### config.mk
export PLATFORM = sky130hd
export DESIGN_NAME = mem_arbiter
export DESIGN_NICKNAME = d
export VERILOG_FILES = /design/src/rtl/mem_arb_pkg.sv /design/src/rtl/rr_arb2.sv /design/src/rtl/mem_arbiter.sv
export SDC_FILE = /design/constraint.sdc
export NUM_CORES = 1
export LEC_CHECK = 0
export ABC_AREA = 1
export BUFFER_PORTS_ARGS = -buffer_cell sky130_fd_sc_hd__buf_2
export CAP_MARGIN = 20
export CORE_UTILIZATION = 47
export CTS_CLUSTER_SIZE = 20
export DETAILED_ROUTE_END_ITERATION = 12
export GPL_TIMING_DRIVEN = 0
export PLACE_DENSITY = 0.91
export SYNTH_ARGS = -nofsm -noshare
export SYNTH_HDL_FRONTEND = slang
export SYNTH_SLANG_ARGS = --single-unit
export TNS_END_PERCENT = 50
### constraint.sdc
create_clock -name clk -period 1.8 [get_ports clk]
set_clock_uncertainty 0.15 [all_clocks]
set_input_delay 0.36 -clock clk [delete_from_list [all_inputs] [get_ports clk]]
set_output_delay 0.36 -clock clk [all_outputs]
set_load 0.02 [all_outputs]
### src/rtl/mem_arb_pkg.sv
// Shared types for the unified memory-port arbiter: FSM states and grant encoding.
package mem_arb_pkg;

    typedef enum logic [1:0] {
        StIdle  = 2'd0,
        StFetch = 2'd1,
        StData  = 2'd2
    } state_e;

    typedef enum logic {
        GntIf = 1'b0,
        GntD  = 1'b1
    } grant_e;

    function automatic grant_e other_grant(grant_e g);
        return (g == GntIf) ? GntD : GntIf;
    endfunction

endpackage

### src/rtl/rr_arb2.sv
// Two-input round-robin picker; on a tie the side that was not granted last wins.
module rr_arb2
    import mem_arb_pkg::*;
(
    input  logic [1:0] req_i,
    input  grant_e     last_grant_i,
    output grant_e     grant_o,
    output logic       valid_o
);

    always_comb begin
        valid_o = |req_i;
        grant_o = GntIf;
        case (req_i)
            2'b01:   grant_o = GntIf;
            2'b10:   grant_o = GntD;
            2'b11:   grant_o = other_grant(last_grant_i);
            default: grant_o = GntIf;
        endcase
    end

endmodule

### src/rtl/mem_arbiter.sv
// Shares one memory port between instruction fetch and data load/store, one
// transaction at a time, with two-way round-robin on simultaneous requests.
module mem_arbiter
    import mem_arb_pkg::*;
#(
    parameter int unsigned XLEN = 32
) (
    input  logic              clk,
    input  logic              resetn,

    input  logic              if_req_i,
    input  logic [XLEN-1:0]   if_addr_i,
    output logic              if_ack_o,
    output logic [XLEN-1:0]   if_rdata_o,

    input  logic              d_req_i,
    input  logic [XLEN-1:0]   d_addr_i,
    input  logic [XLEN-1:0]   d_wdata_i,
    input  logic [XLEN/8-1:0] d_we_i,
    output logic              d_ack_o,
    output logic [XLEN-1:0]   d_rdata_o,

    output logic              m_req_o,
    output logic [XLEN-1:0]   m_addr_o,
    output logic [XLEN-1:0]   m_wdata_o,
    output logic [XLEN/8-1:0] m_we_o,
    input  logic              m_ack_i,
    input  logic [XLEN-1:0]   m_rdata_i
);

    localparam int unsigned StrbW = XLEN / 8;

    state_e            state_q, state_d;
    grant_e            last_grant_q, last_grant_d;
    logic              m_req_q, m_req_d;
    logic [XLEN-1:0]   m_addr_q, m_addr_d;
    logic [XLEN-1:0]   m_wdata_q, m_wdata_d;
    logic [StrbW-1:0]  m_we_q, m_we_d;
    logic              if_ack_q, if_ack_d;
    logic              d_ack_q, d_ack_d;
    logic [XLEN-1:0]   if_rdata_q, if_rdata_d;
    logic [XLEN-1:0]   d_rdata_q, d_rdata_d;

    logic [1:0]        eligible;
    grant_e            pick;
    logic              pick_valid;

    // A request whose ack is visible this cycle is the tail of a finished
    // transaction, not a new one.
    assign eligible = {d_req_i & ~d_ack_q, if_req_i & ~if_ack_q};

    rr_arb2 u_rr_arb2 (
        .req_i        (eligible),
        .last_grant_i (last_grant_q),
        .grant_o      (pick),
        .valid_o      (pick_valid)
    );

    always_comb begin
        state_d      = state_q;
        last_grant_d = last_grant_q;
        m_req_d      = m_req_q;
        m_addr_d     = m_addr_q;
        m_wdata_d    = m_wdata_q;
        m_we_d       = m_we_q;
        if_ack_d     = 1'b0;
        d_ack_d      = 1'b0;
        if_rdata_d   = if_rdata_q;
        d_rdata_d    = d_rdata_q;

        unique case (state_q)
            StIdle: begin
                if (pick_valid) begin
                    m_req_d      = 1'b1;
                    last_grant_d = pick;
                    if (pick == GntIf) begin
                        m_addr_d  = if_addr_i;
                        m_wdata_d = '0;
                        m_we_d    = '0;
                        state_d   = StFetch;
                    end else begin
                        m_addr_d  = d_addr_i;
                        m_wdata_d = d_wdata_i;
                        m_we_d    = d_we_i;
                        state_d   = StData;
                    end
                end
            end
            StFetch: begin
                if (m_ack_i) begin
                    m_req_d    = 1'b0;
                    if_ack_d   = 1'b1;
                    if_rdata_d = m_rdata_i;
                    state_d    = StIdle;
                end
            end
            StData: begin
                if (m_ack_i) begin
                    m_req_d = 1'b0;
                    d_ack_d = 1'b1;
                    // Stores keep the last load result visible.
                    if (m_we_q == '0) begin
                        d_rdata_d = m_rdata_i;
                    end
                    state_d = StIdle;
                end
            end
            default: state_d = StIdle;
        endcase
    end

    always_ff @(posedge clk or negedge resetn) begin
        if (!resetn) begin
            state_q      <= StIdle;
            last_grant_q <= GntD;
            m_req_q      <= 1'b0;
            m_addr_q     <= '0;
            m_wdata_q    <= '0;
            m_we_q       <= '0;
            if_ack_q     <= 1'b0;
            d_ack_q      <= 1'b0;
            if_rdata_q   <= '0;
            d_rdata_q    <= '0;
        end else begin
            state_q      <= state_d;
            last_grant_q <= last_grant_d;
            m_req_q      <= m_req_d;
            m_addr_q     <= m_addr_d;
            m_wdata_q    <= m_wdata_d;
            m_we_q       <= m_we_d;
            if_ack_q     <= if_ack_d;
            d_ack_q      <= d_ack_d;
            if_rdata_q   <= if_rdata_d;
            d_rdata_q    <= d_rdata_d;
        end
    end

    assign m_req_o    = m_req_q;
    assign m_addr_o   = m_addr_q;
    assign m_wdata_o  = m_wdata_q;
    assign m_we_o     = m_we_q;
    assign if_ack_o   = if_ack_q;
    assign d_ack_o    = d_ack_q;
    assign if_rdata_o = if_rdata_q;
    assign d_rdata_o  = d_rdata_q;

endmodule

# After elaboration in Yosys (flattened, before gate mapping)
# Index checks and enable logic that the tools add are counted.
word_totals:
  regBits: 138
  latchBits: 0
  mem_bits_rw: 0
  romBits: 0
  input_bits: 137
  out_inout_bits: 135
  word_cells: 45
  memories: 0
classes:
  add_sub_neg: 0
  multipliers: 0
  n_div: 0
  magnitude_cmp: 0
  eq_ne: 6
  shift: 0
  n_mux: 15
  n_bitwise: 4
  reduce_logical: 10
ops:
  columns: ["op", "n"]
  rows:
  - ["$mux 32", 2]
  - ["$eq 2x2->1 const B", 3]
  - ["$mux 1", 6]
  - ["$mux 2", 3]
  - ["$reduce_and 2->1", 3]
  - ["$reduce_and 3->1", 2]
  - ["$logic_not 4->1", 1]
  - ["$mux 4", 1]
  - ["$pmux 1 s2", 2]
  - ["$pmux 2 s2", 1]
  - ["$reduce_or 2->1", 2]
  - ["$and 1x1->1", 2]
  - ["$eq 2x1->1 const B", 1]
  - ["$logic_not 2->1", 1]
  - ["$ne 2x1->1 const B", 1]
  - ["$ne 2x2->1 const B", 1]
  - ["$not 1->1", 2]
  - ["$reduce_bool 2->1", 1]

# Longest topological paths before layout
# Gate-level depths: netlist of the first run.
logic_depth:
  word_depth: 7
  ltp_mapped: 8
  depth_no_buf: 7

# By module
# Synthesis of the first run repeated with hierarchy kept, for this count alone.
hier_totals:
  hier_cells: 677
  hier_area_um2: 5805.6
modules_own_cells:
  columns: ["module", "instances", "cells_per_inst", "area_each_um2", "seq_area_each_um2"]
  rows:
  - ["mem_arbiter", 1, 674, 5790.6, 3454.6]
  - ["rr_arb2", 1, 3, 15.0, 0.0]

# Worst setup path before layout of the first run
# No wires, ideal clock.
synth_path:
  path_type: "register to register"
  startpoint: "register state_q[0]"
  endpoint: "register d_rdata_q[10], in the netlist d_rdata_o[10]"
  arrival_time_ps: 1162
  slack_ps: 358
  stages_incl_launch_ff: 9
  synth_period_minus_slack_ps: 1442
  cell_sequence: "dfrtp_1 > inv_1 > ha_1 > nand2_1 > inv_1 > nand3_2 > clkbuf_1 > nand2_1 > o21ai_0"
synth_between:
  elab_chain_cells: 2
synth_lines:
  columns: ["element", "line", "rtl"]
  rows:
  - ["from (decl)", "mem_arbiter.sv:33", "state_e state_q, state_d;"]
  - ["from (signal assigned)", "mem_arbiter.sv:114", "state_q <= StIdle;"]
  - ["from (signal assigned)", "mem_arbiter.sv:125", "state_q <= state_d;"]
  - ["$eq 2x2->1", "mem_arbiter.sv:71", "unique case (state_q)"]
  - ["$reduce_and 3->1 (no source line)", null, null]
  - ["to (signal assigned)", "mem_arbiter.sv:134", "d_rdata_q <= d_rdata_d;"]
  - ["to (decl)", "mem_arbiter.sv:42", "logic [XLEN-1:0] d_rdata_q, d_rdata_d;"]
# No other way between the ends.
# A chain may end at the register's enable or synchronous reset.

# Worst setup path in the final report of the first run
layout_path:
  startpoint: "register last_grant_q"
  endpoint: "register m_addr_q[10], in the netlist m_addr_o[10]"
layout_between:
  elab_chain_cells: 3
layout_lines:
  columns: ["element", "line", "rtl"]
  rows:
  - ["from (decl)", "mem_arbiter.sv:34", "grant_e last_grant_q, last_grant_d;"]
  - ["from (signal assigned)", "mem_arbiter.sv:115", "last_grant_q <= GntD;"]
  - ["from (signal assigned)", "mem_arbiter.sv:126", "last_grant_q <= last_grant_d;"]
  - ["$mux 1", "mem_arb_pkg.sv:16", "return (g == GntIf) ? GntD : GntIf;"]
  - ["$pmux 1 s2", "rr_arb2.sv:14", "case (req_i)"]
  - ["$mux 32", "mem_arbiter.sv:76", "if (pick == GntIf) begin"]
  - ["to (signal assigned)", "mem_arbiter.sv:128", "m_addr_q <= m_addr_d;"]
  - ["to (decl)", "mem_arbiter.sv:36", "logic [XLEN-1:0] m_addr_q, m_addr_d;"]
# No other way between the ends.

==> impl_metrics.yaml, run 1 <==
power:
  switching_power_mw: 6.81
  p_int_mw: 8.98
  swShare_pct: 43.1
  seq_power_share_pct: 34.4
  pwr-share-clk_pct: 23.2
  p_leak_nw: 5.07
  worst_ir_drop_vdd_v: 0.00121
  power_density_nw_per_um2: 1870
  combPwrFrac_pct: 42.4
sta:
  slew_headroom_pct: 65.1
  rsz0062_at_grt: "yes"
  min_period_ns: 1.74
  final_hold_viol_count: 0
  fin_crit_sh_pct: 96.9
  finalSetupViolations: 0
  setup_ws_ns: 0.0554
  maxSlewViolCount: 0
  fmax_ghz: 0.573
  tightest_slew_ns: 0.523
die:
  dieArea_um2: 12900
  die_h_um: 114
  start_util_pct: 48.5
  fp.dieW_um: 114
  ios: 272
  num_rows: 40
  core_um2: 12100
clock_network:
  h-tree-depth: 4
  clock-root-buffer: "clkbuf_16"
  clk_latency_ns: 0.41
  tritoncts: "done"
  clock_sinks: 138
  clockBufferDepth: 2
  cts.reportedPaths.clkPinSlew_ns: 0.06
  numCtsBuffers: 17
worst_setup_path:
  cp.required_ns: 1.94
  cpMaxStageDelayCell: "dfstp_2"
  cpPeakStageDelay_ns: 0.54
  path_class: "reg2reg"
  crit_buf_inv: 1
  crit_arrival_ns: 1.89
  cp-end-kind: "flop"
  critPathLaunchType: "flop"
  crit_family: "simple AND/OR/NAND/NOR gates"
  crit_chain: "nand3_2, nand2_1, buf_2, nand2_1, nand3_1, nand2_1"
  crit_top_cell: "nand2_1"
  path_max_fanout: 10
synth:
  syn_nets: 847
  async_flop_share_pct: 100
  synth_ff_type: "dfrtp_1"
  synth_top_cells_by_count: "283 x nand2_1, 137 x dfrtp_1, 105 x inv_1, 69 x nand3_1, 65 x o21ai_0"
  ys_seq_elements: 138
  ys_top_cells_by_area: "dfrtp_1 59%, nand2_1 18%, inv_1 6.7%"
  ys_seq_area_share_pct: 59.0
  synth_edf_count: 0
  synth_cell_types: 17
  synth_top_cell_area_share_pct: 58.6
  yosys_warnings: 0
  synthCells: 707
  netlist_area_um2: 5850
  post-synth-top-count-cell: "nand2_1"
  yosysTopAreaCell: "dfrtp_1"
  avgSynthCellArea_um2: 8.28
worst_hold_path:
  hold_class: "in2reg"
placement:
  dpl_cell_area_um2: 7450
  place_congestion: 0.800
  hpwl_um: 12200
  io_buffers: 271
  dp_slack_ns: -0.0638
global_route:
  use_met1_pct: 31.2
  grt_max_degree: 85
  grt_pass1_wl_um: 29200
  grt_pass1_vias: 6043
  antenna_found_initial: 1
  grt_use_met2_pct: 53.1
  grt.busiest_layer: "met2"
  gr-total-overflow: 0
  grt_usage_pct: 29.6
  met3_usage_pct: 9.09
finish:
  area_delta_synth_final_pct: 44.3
  nets: 1172
  postLayoutCellArea_um2: 8440
  multi_input_area_um2: 1830
  fillers: 909
  regArea_um2: 3450
  drive_gt1_share_pct: 32.8
detailed_routing:
  drt-total-wl_um: 18600
  drc: 0
  wire_per_inst_um: 15.3
  dr.first_iter.drc_count: 426
  dr.pass1.iters: 7
  drtAntennaViolNets: 0
  via_count: 5931
  vias_per_cell: 4.89
outcome:
  status: "completed"
flow_run:
  maxCapViolations: 0
## power groups by stage
| stage | Sequential [mW] | Clock (mW) | Combinational [mW] |
|---|---|---|---|
| floorplan | 7.13 | 0 | 2.19 |
| CTS | 5.38 | 3.70 | 6.57 |
| global placement | 5.34 | 0 | 6.26 |
| detailed placement | 5.37 | 0 | 6.47 |
| finish | 5.43 | 3.66 | 6.70 |
| global route | 5.56 | 3.85 | 7.29 |
## per-stage QoR
step                      std cells  total power [mW]  setup TNS (ns)  util [%]  hold slack (ns)
after floorplan                 707              9.32               0         -          -0.0856
after global placement         1146              11.6         -218.94      61.5            0.307
after detailed placement       1147              11.8          -0.359      61.8            0.197
after CTS                      1212              15.7               0      69.7          0.00264
after global routing           1214              16.7          -0.303      70.0           0.0111
final                          1214              15.8               0      70.0          0.00710
## metal layers
| metal | wire (um) | share of wire, % |
|---|---|---|
| met1 | 7050 | 38 |
| met3 | 1430 | 7.7 |
| met2 | 9470 | 51 |
| met4 | 632 | 3.4 |
| met5 | 0 | 0 |
## worst reg2reg max path, delay by kind of cell, from the launching register on
family	cells	cell delay, ns
and+or+nand+nor	5	0.68
buffers and inverters	1	0.26
DFF	1	0.54
## placed cells by master (no fill, tap or decap), drive strengths merged, types with 32 or more instances in the layout
cell type	count
clkbuf	32
inv	115
nand3	72
dlygate4sd3	33
buf	293
dfrtp	137
nand2	284
o21ai	65
## worst paths after layout
path	end	depth (start not counted)	start	slack (ns)
worst max-delay path	m_addr_o[10]	6	last_grant_q	0.06
worst min-delay path	m_wdata_o[6]	3	d_wdata_i[6]	0.007
worst min register to register	m_addr_o[31]	2	m_addr_o[31]	0.32
min in group asynchronous	d_rdata_o[18]	2	resetn	0.32
worst max register to register	m_addr_o[10]	6	last_grant_q	0.06
max in group asynchronous	last_grant_q	3	resetn	0.37
## timing repair
item | CTS | global route
gates resized for setup | 6 | 16
buffers inserted | 0 | 0
endpoints found under the hold margin | 86 | 0
hold buffers | 33 | 0
setup endpoints to repair | 23 | 55
gates cloned | 0 | 1
## cell type report
type                            count  share of cell area [%]
Inverter                          108                    4.80
Antenna cell                        1                  0.0296
Multi-Input combinational cell    427                    21.7
Clock buffer                       18                    5.20
Sequential cell                   138                    40.9
Buffer                             35                    2.33
Timing Repair Buffer              305                    20.4
Tap cell                          168                    2.49
Clock inverter                     14                    2.15
## state kept, by name, summed over array words and instances, names as in the netlist, 2 cells and up
name / cells
m_addr_o: 32
m_wdata_o: 32
m_we_o: 4
d_rdata_o: 32
state_q: 2
if_rdata_o: 32
## cells by family (layout without fill, tap and decap cells)
family / after synthesis / count (layout) / synth area share [%]
AOI/OAI and AO/OA: 65 / 65 / 5.56
adders and majority gates: 3 / 3 / 0.642
buffers and inverters: 143 / 480 / 9.92
DFF: 138 / 138 / 59.0
other: 0 / 1 / 0
and+or+nand+nor: 358 / 359 / 24.8
Note: power is estimated with default switching activity, not from simulation.
==> inputs of run 2 (changes only) <==
--- a/config.mk
+++ b/config.mk
@@ -8,6 +8,7 @@
 export ABC_AREA = 1
 export BUFFER_PORTS_ARGS = -buffer_cell sky130_fd_sc_hd__buf_2
 export CAP_MARGIN = 20
+export CORE_MARGIN = 2
 export CORE_UTILIZATION = 47
 export CTS_CLUSTER_SIZE = 20
 export DETAILED_ROUTE_END_ITERATION = 12
==> impl_metrics.yaml, run 2 (synthesized netlist as in run 1, its figures left out) <==
global_route:
  grt_max_degree: 77
  gr-total-overflow: 0
  grt_pass1_vias: 5634
  antenna_found_initial: 0
  grt_usage_pct: 26.1
  grt_pass1_wl_um: 26900
power:
  power_density_nw_per_um2: 1850
  worst_ir_drop_vdd_v: 0.00106
  p_leak_nw: 5.06
  finalPower_mw: 15.5
die:
  num_rows: 40
  dieArea_um2: 13400
  ios: 272
  die_h_um: 116
  fp.dieW_um: 116
  core_um2: 12100
  start_util_pct: 48.5
sta:
  rsz0062_at_grt: "no"
  tns_ns: 0
  maxSlewViolCount: 0
  hold_ws_ns: 0.0157
  final_hold_viol_count: 0
  setup_ws_ns: 0.113
  slew_headroom_pct: 61.8
  fmax_ghz: 0.593
  tightest_slew_ns: 0.573
  fin_crit_sh_pct: 93.7
  finalSetupViolations: 0
  min_period_ns: 1.69
placement:
  io_buffers: 271
  dpl.cell_count: 1147
  hpwl_um: 12100
  place_congestion: 0.862
  dpl_cell_area_um2: 7450
  dp_slack_ns: -0.0573
detailed_routing:
  drc: 0
  dr.pass1.iters: 5
  drt-total-wl_um: 17300
  wire_per_inst_um: 14.3
  vias_per_cell: 4.80
  drtAntennaViolNets: 0
  via_count: 5804
  dr.first_iter.drc_count: 348
worst_hold_path:
  hold_path_depth: 3
  hold_class: "in2reg"
clock_network:
  numCtsBuffers: 17
  tritoncts: "done"
  cts.reportedPaths.clkPinSlew_ns: 0.06
  clock-root-buffer: "clkbuf_16"
  clockBufferDepth: 2
  clock_sinks: 138
  h-tree-depth: 4
  cts_setup_buffers: 0
  clk_latency_ns: 0.41
worst_setup_path:
  cp-end-kind: "flop"
  crit_arrival_ns: 1.83
  reg2reg_depth: 6
  cp.depth: 6
  crit_chain: "nand3_2, nand2_1, buf_2, nand2_1, nand3_1, nand2_1"
  cpPeakStageDelay_ns: 0.54
  crit_buf_inv: 1
  path_max_fanout: 10
  critPathLaunchType: "flop"
  path_class: "reg2reg"
  crit_top_cell: "nand2_1"
  crit_family: "simple AND/OR/NAND/NOR gates"
  cp.required_ns: 1.94
  cpMaxStageDelayCell: "dfstp_2"
outcome:
  status: "completed"
finish:
  fin_cells: 1209
  postLayoutCellArea_um2: 8370
  layout_common_cells: "287 x buf_2, 283 x nand2_1, 137 x dfrtp_1"
  final_common_cell: "buf_2"
  drive_gt1_share_pct: 32.4
  fin_util_pct: 69.4
  area_delta_synth_final_pct: 43.1
  nets: 1168
flow_run:
  maxCapViolations: 0
[run 2: cell count changes in the layout (fill, tap and decap cells not counted), sizes merged]
cell	previous run	this run
nand3	72	71
inv	115	108
clkinv	1	2
clkbuf	32	36
buf	293	295
dlygate4sd3	33	30
clkinvlp	3	2
[run 2: where the power goes]
group          internal, mW  leakage [nW]  switching (mW)
Combinational          2.12          3.03            4.41
Clock                  2.28         0.286            1.24
Sequential             4.58          1.74           0.843
[run 2: path summary, 6_finish.rpt]
path	end	slack (ns)	startpoint
worst max-delay path	m_addr_o[11]	0.11	last_grant_q
max in group asynchronous	last_grant_q	0.36	resetn
worst min-delay path	m_wdata_o[2]	0.02	d_wdata_i[2]
min in group asynchronous	d_rdata_o[16]	0.34	resetn
worst min register to register	m_addr_o[12]	0.33	m_addr_o[12]
worst max register to register	m_addr_o[11]	0.11	last_grant_q
[run 2: metal layers]
layer / GRT usage, % / wire, um / vias up / part of all wire [%]
met5: 0 / 0 / - / 0
met1: 28.9 / 6550 / 2688 / 38
met3: 7.53 / 1480 / 45 / 8.5
li1: - / - / 2792 / -
met2: 46.3 / 8780 / 279 / 51
met4: 12.2 / 535 / 0 / 3.1
[run 2: cell type report]
cell class | instances | area [um^2]
clock inverters | 7 | 115
flip-flops and latches | 138 | 3450
fillers | 915 | 3690
clock buffers | 24 | 482
multi-input cells | 426 | 1820
repair buffers | 302 | 1690
well taps | 168 | 210
inverters | 108 | 405
diodes | 1 | 2.50
plain buffers | 35 | 188
[run 2: repair_timing]
item / in CTS / in global routing
endpoints found under the hold margin: 91 / 0
resized for setup: 4 / 11
hold buffers: 30 / 0
setup endpoints to repair: 14 / 46
[run 2: worst min-delay path, delay by kind of cell]
kind,cells,cell delay (ns)
AND/OR/NAND/NOR,2,0.10
buffers and inverters,1,0.08
